### src/rtl/por_reset_seq_pkg.sv
// Shared constants and helpers for the power-on / reset-release sequencer.
// Hold times assume a 50 MHz clk.
package por_pkg;

    localparam int POR_HOLD_20MS  = 1000000;
    localparam int POR_HOLD_100MS = 5000000;
    localparam int POR_SEQ_GAP    = 1000;

    // Channel 0 waits the long power-up hold; later channels only wait the gap.
    function automatic int por_thr(input int idx, input int hold, input int gap);
        return (idx == 0) ? hold : gap;
    endfunction

endpackage

### src/rtl/por_reset_seq_if.sv
// Request / status bundle between the board-level reset pins and the sequencer.
// The master drives requests and clears; the slave (the sequencer) reports status.
interface por_reset_seq_if #(
    parameter int CH = 3
);
    logic [CH-1:0] in;
    logic          clr_lost;
    logic [CH-1:0] out;
    logic          all_ok;
    logic [CH-1:0] lost;

    modport master (
        output in,
        output clr_lost,
        input  out,
        input  all_ok,
        input  lost
    );

    modport slave (
        input  in,
        input  clr_lost,
        output out,
        output all_ok,
        output lost
    );
endinterface

### src/rtl/por_reset_seq_chan.sv
// One release channel: saturating quiet-time counter, release register and
// sticky lost flag. Inputs are already synchronised.
module por_chan
    import por_pkg::*;
#(
    parameter int CNT_W         = 24,
    parameter int THR           = POR_SEQ_GAP,
    parameter bit INIT_RELEASED = 1'b0
) (
    input  logic clk,
    input  logic rst_l,
    input  logic req_i,
    input  logic in_s_i,
    input  logic clr_lost_i,
    output logic out_o,
    output logic lost_o
);

    localparam logic [CNT_W-1:0] THR_C = CNT_W'(THR);

    logic [CNT_W-1:0] cnt_q, cnt_d;
    logic             out_q, out_d;
    logic             lost_q, lost_d;

    always_comb begin
        cnt_d = cnt_q;
        out_d = out_q;
        if (req_i) begin
            cnt_d = '0;
            out_d = 1'b0;
        end else begin
            if (cnt_q < THR_C) begin
                cnt_d = cnt_q + 1'b1;
            end
            out_d = (cnt_q >= THR_C);
        end
    end

    // A drop caused by this channel's own request is sticky; set beats clear.
    always_comb begin
        lost_d = lost_q;
        if (out_q && in_s_i) begin
            lost_d = 1'b1;
        end else if (clr_lost_i) begin
            lost_d = 1'b0;
        end
    end

    always_ff @(posedge clk or negedge rst_l) begin
        if (!rst_l) begin
            cnt_q  <= INIT_RELEASED ? THR_C : '0;
            out_q  <= INIT_RELEASED;
            lost_q <= 1'b0;
        end else begin
            cnt_q  <= cnt_d;
            out_q  <= out_d;
            lost_q <= lost_d;
        end
    end

    assign out_o  = out_q;
    assign lost_o = lost_q;

endmodule

### src/rtl/por_reset_seq.sv
// Multi-channel reset-release sequencer: synchronises reset requests and
// releases channels in order 0..CH-1 after their quiet times.
module por_reset_seq
    import por_pkg::*;
#(
    parameter int CH            = 3,
    parameter int CNT_W         = 24,
    parameter int HOLD_CYC      = POR_HOLD_100MS,
    parameter int SEQ_GAP       = POR_SEQ_GAP,
    parameter bit INIT_RELEASED = 1'b0
) (
    input  logic            clk,
    input  logic            rst_l,
    por_reset_seq_if.slave  bus_if
);

    // Synchronisers reset to "request active" unless channels start released.
    localparam logic [CH-1:0] SYNC_RST = INIT_RELEASED ? {CH{1'b0}} : {CH{1'b1}};

    logic [CH-1:0] sync1_q;
    logic [CH-1:0] in_s_q;
    logic [CH-1:0] req;
    logic [CH-1:0] out_w;
    logic [CH-1:0] lost_w;

    always_ff @(posedge clk or negedge rst_l) begin
        if (!rst_l) begin
            sync1_q <= SYNC_RST;
            in_s_q  <= SYNC_RST;
        end else begin
            sync1_q <= bus_if.in;
            in_s_q  <= sync1_q;
        end
    end

    for (genvar i = 0; i < CH; i++) begin : g_ch
        if (i == 0) begin : g_first
            assign req[i] = in_s_q[i];
        end else begin : g_next
            // Cascade: a channel is held while its predecessor is not released.
            assign req[i] = in_s_q[i] | ~out_w[i-1];
        end

        por_chan #(
            .CNT_W         (CNT_W),
            .THR           (por_thr(i, HOLD_CYC, SEQ_GAP)),
            .INIT_RELEASED (INIT_RELEASED)
        ) u_chan (
            .clk        (clk),
            .rst_l      (rst_l),
            .req_i      (req[i]),
            .in_s_i     (in_s_q[i]),
            .clr_lost_i (bus_if.clr_lost),
            .out_o      (out_w[i]),
            .lost_o     (lost_w[i])
        );
    end

    assign bus_if.out    = out_w;
    assign bus_if.all_ok = &out_w;
    assign bus_if.lost   = lost_w;

endmodule

### src/flat_wrapper.sv
// flat-port wrapper written by rule: the top's interface ports become plain ports
module por_reset_seq_flat import por_pkg::*;
#(
    parameter int CH            = 3,
    parameter int CNT_W         = 24,
    parameter int HOLD_CYC      = POR_HOLD_100MS,
    parameter int SEQ_GAP       = POR_SEQ_GAP,
    parameter bit INIT_RELEASED = 1'b0
)
  (clk, rst_l, bus_if_in, bus_if_clr_lost, bus_if_out, bus_if_all_ok, bus_if_lost);
  por_reset_seq_if #(.CH(CH)) bus_if_i ();
  input  logic clk;
  input  logic rst_l;
  input wire logic [$bits(bus_if_i.in)-1:0] bus_if_in;
  input wire logic [$bits(bus_if_i.clr_lost)-1:0] bus_if_clr_lost;
  output wire logic [$bits(bus_if_i.out)-1:0] bus_if_out;
  output wire logic [$bits(bus_if_i.all_ok)-1:0] bus_if_all_ok;
  output wire logic [$bits(bus_if_i.lost)-1:0] bus_if_lost;
  assign bus_if_i.in = bus_if_in;
  assign bus_if_i.clr_lost = bus_if_clr_lost;
  assign bus_if_out = bus_if_i.out;
  assign bus_if_all_ok = bus_if_i.all_ok;
  assign bus_if_lost = bus_if_i.lost;
  por_reset_seq #(.CH(CH), .CNT_W(CNT_W), .HOLD_CYC(HOLD_CYC), .SEQ_GAP(SEQ_GAP), .INIT_RELEASED(INIT_RELEASED)) u_core (.clk(clk), .rst_l(rst_l), .bus_if(bus_if_i));
endmodule
### config.mk
export PLATFORM = sky130hd
export DESIGN_NAME = por_reset_seq_flat
export DESIGN_NICKNAME = d
export VERILOG_FILES = /design/src/rtl/por_reset_seq_pkg.sv /design/src/rtl/por_reset_seq_if.sv /design/src/rtl/por_reset_seq_chan.sv /design/src/rtl/por_reset_seq.sv /design/src/flat_wrapper.sv
export SDC_FILE = /design/constraint.sdc
export NUM_CORES = 1
export LEC_CHECK = 0
export ABC_AREA = 1
export CORE_ASPECT_RATIO = 1.5
export CORE_MARGIN = 10
export CORE_UTILIZATION = 56
export CTS_CLUSTER_DIAMETER = 150
export CTS_CLUSTER_SIZE = 24
export DETAILED_ROUTE_END_ITERATION = 6
export GPL_TIMING_DRIVEN = 1
export HOLD_SLACK_MARGIN = 0.15
export PLACE_DENSITY = 0.88
export REMOVE_ABC_BUFFERS = 1
export SYNTH_ARGS = -nofsm -noshare
export SYNTH_HDL_FRONTEND = slang
export SYNTH_SLANG_ARGS = --single-unit
### constraint.sdc
create_clock -name clk -period 1.49 [get_ports clk]
set_input_delay 0.149 -clock clk [delete_from_list [all_inputs] [get_ports clk]]
set_output_delay 0.149 -clock clk [all_outputs]
set_load 0.01 [all_outputs]
# Word-level counts from Yosys, hierarchy flattened
# Cells that the tools add are included.
# totals
reg_bits	84
# classes
muxes	13
add_sub_neg	3
magnitude_cmp	6
reduce_logical	10
bitwise	4
# ops
op	n
24-bit two-way mux	6
24-bit by 1-bit adder with 24-bit output, second input constant	3
24-bit by 10-bit greater-or-equal comparator with 1-bit output, second input constant	2
24-bit by 10-bit less-than comparator with 1-bit output, second input constant	2
24-bit by 23-bit greater-or-equal comparator with 1-bit output, second input constant	1
24-bit by 23-bit less-than comparator with 1-bit output, second input constant	1
2-bit nonzero test	6
1-bit two-way mux	7
1-bit logical AND	3
3-bit AND reduction	1
1-bit NOT	2
1-bit bitwise OR	2

# Logic depth before layout (Yosys ltp)
# logic_depth
word_depth	3
ltp_mapped	10
ltp_nobuf	10

# Hierarchy
# A second synthesis with hierarchy kept.
# hier_totals
cells_unflattened	595
area_unflattened_um2	4540.6
# by_module_without_submodules
mod	area_each_um2	cells_per_inst	n_inst	seq_area_each_um2
por_chan at u_core.g_ch[1].u_chan ...	1287.5	159	2	650.6
por_chan at u_core.g_ch[0].u_chan	1779.2	264	1	650.6
por_reset_seq	186.4	13	1	157.7

# Worst setup path after synthesis
# Ideal clock, no wire load.
# synth_path
kind	register to register
start	reg u_core.g_ch[0].u_chan.cnt_q[1]
end	reg u_core.g_ch[0].u_chan.cnt_q[14]
setup_time_ps	117
arrival_ps	1334
path_buffers	0
synth_period_minus_slack_ps	1451
slack_ps	39
path_stages_with_launch	11
cell_sequence	dfrtp_1 > ha_1 > nand2_2 > nor2_2 > nand2_1 > nor2_2 > nand2_1 > nand2_1 > nor2_1 > nand2_2 > nand2_1
# synth_between
elab_chain_cells	3
elab_cells_between_ends	5
# synth_rtl
element	line	rtl
from (decl)	por_reset_seq_chan.sv:21	logic [CNT_W-1:0] cnt_q, cnt_d;
from (signal assigned)	por_reset_seq_chan.sv:51	cnt_q <= INIT_RELEASED ? THR_C : '0;
from (signal assigned)	por_reset_seq_chan.sv:55	cnt_q <= cnt_d;
24-bit by 1-bit adder with 24-bit output	por_reset_seq_chan.sv:33	cnt_d = cnt_q + 1'b1;
24-bit two-way mux	por_reset_seq_chan.sv:32	if (cnt_q < THR_C) begin
24-bit two-way mux	por_reset_seq_chan.sv:28	if (req_i) begin
# Several ways; a longest one is shown, not always the timed one. The select of a mux whose other input is x is not followed.
# A chain may end at the register's enable or synchronous reset.

# Worst setup path after layout
# layout_path
start	reg u_core.g_ch[0].u_chan.cnt_q[0]
end	reg u_core.g_ch[0].u_chan.cnt_q[12]
# Same word-level chain as after synthesis.

==> impl_metrics.json <==
{
  "status": "complete, but fails checks",
  "violations": "DRC, setup timing",
  "grtUsageTotal_pct": 17.6,
  "ant_nets": 0,
  "io_buffers": 12,
  "yosysTopAreaCell": "dfrtp_1",
  "worstPathRequired_ns": 1.76,
  "drc": 2,
  "hold_viol_final": 0,
  "areaGrowthSynthToFinish_pct": 21.5,
  "start_util_pct": 58.1,
  "viasPerCell": 5.46,
  "min_period_ns": 1.62,
  "vdd_drop_max_mv": 0.721,
  "grt_pass1_wl_um": 17400,
  "routed_wirelength_um": 11000,
  "numCtsBuffers": 9,
  "grt_pass1_vias": 4024,
  "synth_ff_type": "dfrtp_1",
  "setup_ws_ns": -0.131,
  "dr.first_iter.drc_count": 325,
  "setup_viol": 20,
  "cts-root-buf": "clkbuf_16",
  "rsz0062_at_grt": "yes",
  "min_period_over_period_pct": 109,
  "drive_gt1_share_pct": 20.7,
  "std_cell_rows": 39,
  "stdcell_area_mm2": 0.00541,
  "worstSetupStartpointType": "flop",
  "worst_ep_arrival_time_ns": 1.89,
  "place_ws_ns": -0.127,
  "worstMarginPinSlew_ns": 0.536,
  "drt_pass1_iterations": 7,
  "grt_max_degree": 43,
  "worstSetupStartpoint": "u_core.g_ch[0].u_chan.cnt_q[0]",
  "dp_hpwl_um": 6680,
  "vias": 4018,
  "wl_per_cell_um": 14.9,
  "max_slew_margin_pct": 64.2,
  "numClockSinks": 84,
  "antenna_found_initial": 0,
  "core_area_mm2": 0.00766,
  "pin_count": 13,
  "crit_path_end_kind": "flop",
  "pwr_density_cell_mw_per_mm2": 863,
  "layout.nets": 641,
  "synth_edf_count": 0,
  "regArea_mm2": 0.00212,
  "syn_area_mm2": 0.00445,
  "multi_input_area_mm2": 0.00205,
  "postSynthCellCount": 578,
  "gp_congestion": 0.870,
  "synthTopCellsByArea": "dfrtp_1 (44%), nand2_1 (11%), nor2_1 (8.9%)",
  "path_class": "reg -> reg",
  "placed_cell_area_mm2": 0.00481,
  "tns_ns": -0.652,
  "synthMostInstantiatedCell": "nand2_1",
  "synth.distinct_cells": 33,
  "synth_top_area_share_pct": 43.9,
  "fp.dieW_um": 92.8,
  "fillers": 541,
  "reg2reg_depth": 10,
  "path_max_fanout": 4,
  "slew_viol_final": 0,
  "die_height_um": 129,
  "timing.fmax_ghz": 0.617,
  "cap_violations": 0,
  "yosysWarnings": 0,
  "clock_path_buffers": 2,
  "overflow": 0,
  "leakage_nw": 2.59,
  "insertedDiodeCount": 0,
  "die_area_mm2": 0.0120,
  "async_flop_share_pct": 100,
  "skew_ns": 0.00446,
  "hp-class": "in -> async",
  "htree_num_levels": 3,
  "ys_seq_area_share_pct": 47.4,
  "clkTransAtPathRegs_ns": 0.06,
  "synth-seq-cells": 84,
  "clk_latency_ns": 0.33,
  "timing.rr.start": "u_core.g_ch[0].u_chan.cnt_q[0]",
  "synth_commonest_cells": "nand2_1 (133), nor2_1 (106), dfrtp_1 (78), nand3_1 (75), inv_1 (66)",
  "cts_tree": "built",
  "syn_area_per_cell_um2": 7.70
}
## placed cells by master, fill, tap and decap left out, drive strengths merged
cell type and instances:
a21oi 8, and2 1, buf 49, bufinv 1, clkbuf 10, clkdlybuf4s50 9, clkinv 4, clkinvlp 2
dfrtp 78, dfstp 6, dlygate4sd2 1, dlygate4sd3 1, ha 6, inv 71, nand2 148, nand3 77
nand3b 4, nand4 6, nor2 119, nor3 2, o2111ai 1, o211ai 1, o21ai 5, o21bai 2
o22ai 1, xnor2 2, xor2 19
## power breakdown
| part | switching (mW) | total [mW] | leakage (nW) | internal (mW) |
|---|---|---|---|---|
| logic | 0.0980 | 0.156 | 1.31 | 0.0585 |
| clock network | 0.899 | 2.20 | 0.139 | 1.30 |
| registers | 0.0122 | 2.31 | 1.14 | 2.30 |
## metal layers
metal / vias to the layer above / track usage, % / wire (um)
li1: 1885 / - / -
met1: 1915 / 17.8 / 4060
met2: 169 / 32.6 / 5850
met3: 49 / 3.58 / 589
met4: 0 / 10.1 / 458
met5: - / 0 / 0
## critical path, stage by stage, from the launching register on
cell and delay, ns:
dfrtp_1 0.41, ha_2 0.23, nand2_2 0.08, nor2_4 0.11, buf_4 0.12, buf_6 0.10
nand3_1 0.09, xor2_1 0.16, nor2_1 0.12, nand2_1 0.07, nand2_1 0.06
## cell families (layout without fill, tap and decap cells)
group / count (synthesis) / after routing / synth area share, %
xor gates and xnor gates: 21 / 21 / 4.14
AOI/OAI and AO/OA: 18 / 18 / 2.31
DFF: 84 / 84 / 47.4
buffers and inverters: 94 / 148 / 9.23
and+or+nand+nor: 355 / 357 / 35.2
adders and majority gates: 6 / 6 / 1.69
## metrics by stage
| stage | utilization [%] | hold slack [ns] | cells | power (mW) |
|---|---|---|---|---|
| floorplan | - | -0.147 | 556 | 2.39 |
| global placement | 62.8 | 0.0273 | 699 | 2.48 |
| detailed placement | 62.8 | 0.0308 | 699 | 2.48 |
| CTS | 67.7 | 0.205 | 723 | 4.68 |
| global route | 70.6 | 0.223 | 736 | 4.78 |
| finish | 70.6 | 0.216 | 736 | 4.67 |
## registers in the layout, summed over array words and instances (netlist names)
signal / cells
u_core.g_ch.u_chan.lost_o: 3
u_core.in_s_q: 3
u_core.sync1_q: 3
u_core.g_ch.u_chan.out_o: 3
u_core.g_ch.u_chan.cnt_q: 72
## final timing paths
path / slack (ns) / endpoint
min in group clk: 0.22 / u_core.sync1_q[2]
worst max-delay path: -0.13 / u_core.g_ch[0].u_chan.cnt_q[12]
worst min-delay path: 0.22 / u_core.g_ch[1].u_chan.cnt_q[5]
worst max register to register: -0.13 / u_core.g_ch[0].u_chan.cnt_q[12]
max in group asynchronous: 0.74 / u_core.sync1_q[0]
worst min register to register: 0.36 / u_core.in_s_q[1]
## layout make-up
cell class,instances,share of cell area [%]
clock buffer,10,4.24
clock inverter,6,1.18
inverter,72,5.00
multi-input combinational,402,38.0
sequential,84,39.1
tap,102,2.36
timing repair buffer,60,10.1
## timing repair
action                                 CTS  global route
buffers inserted                         7            10
gates cloned                             0             3
hold buffers                             1             0
pin swaps                                0             4
endpoints found under the hold margin   82             0
setup endpoints to repair               19            42
resized for setup                        9            36
Power figures use the tool's default switching activity.
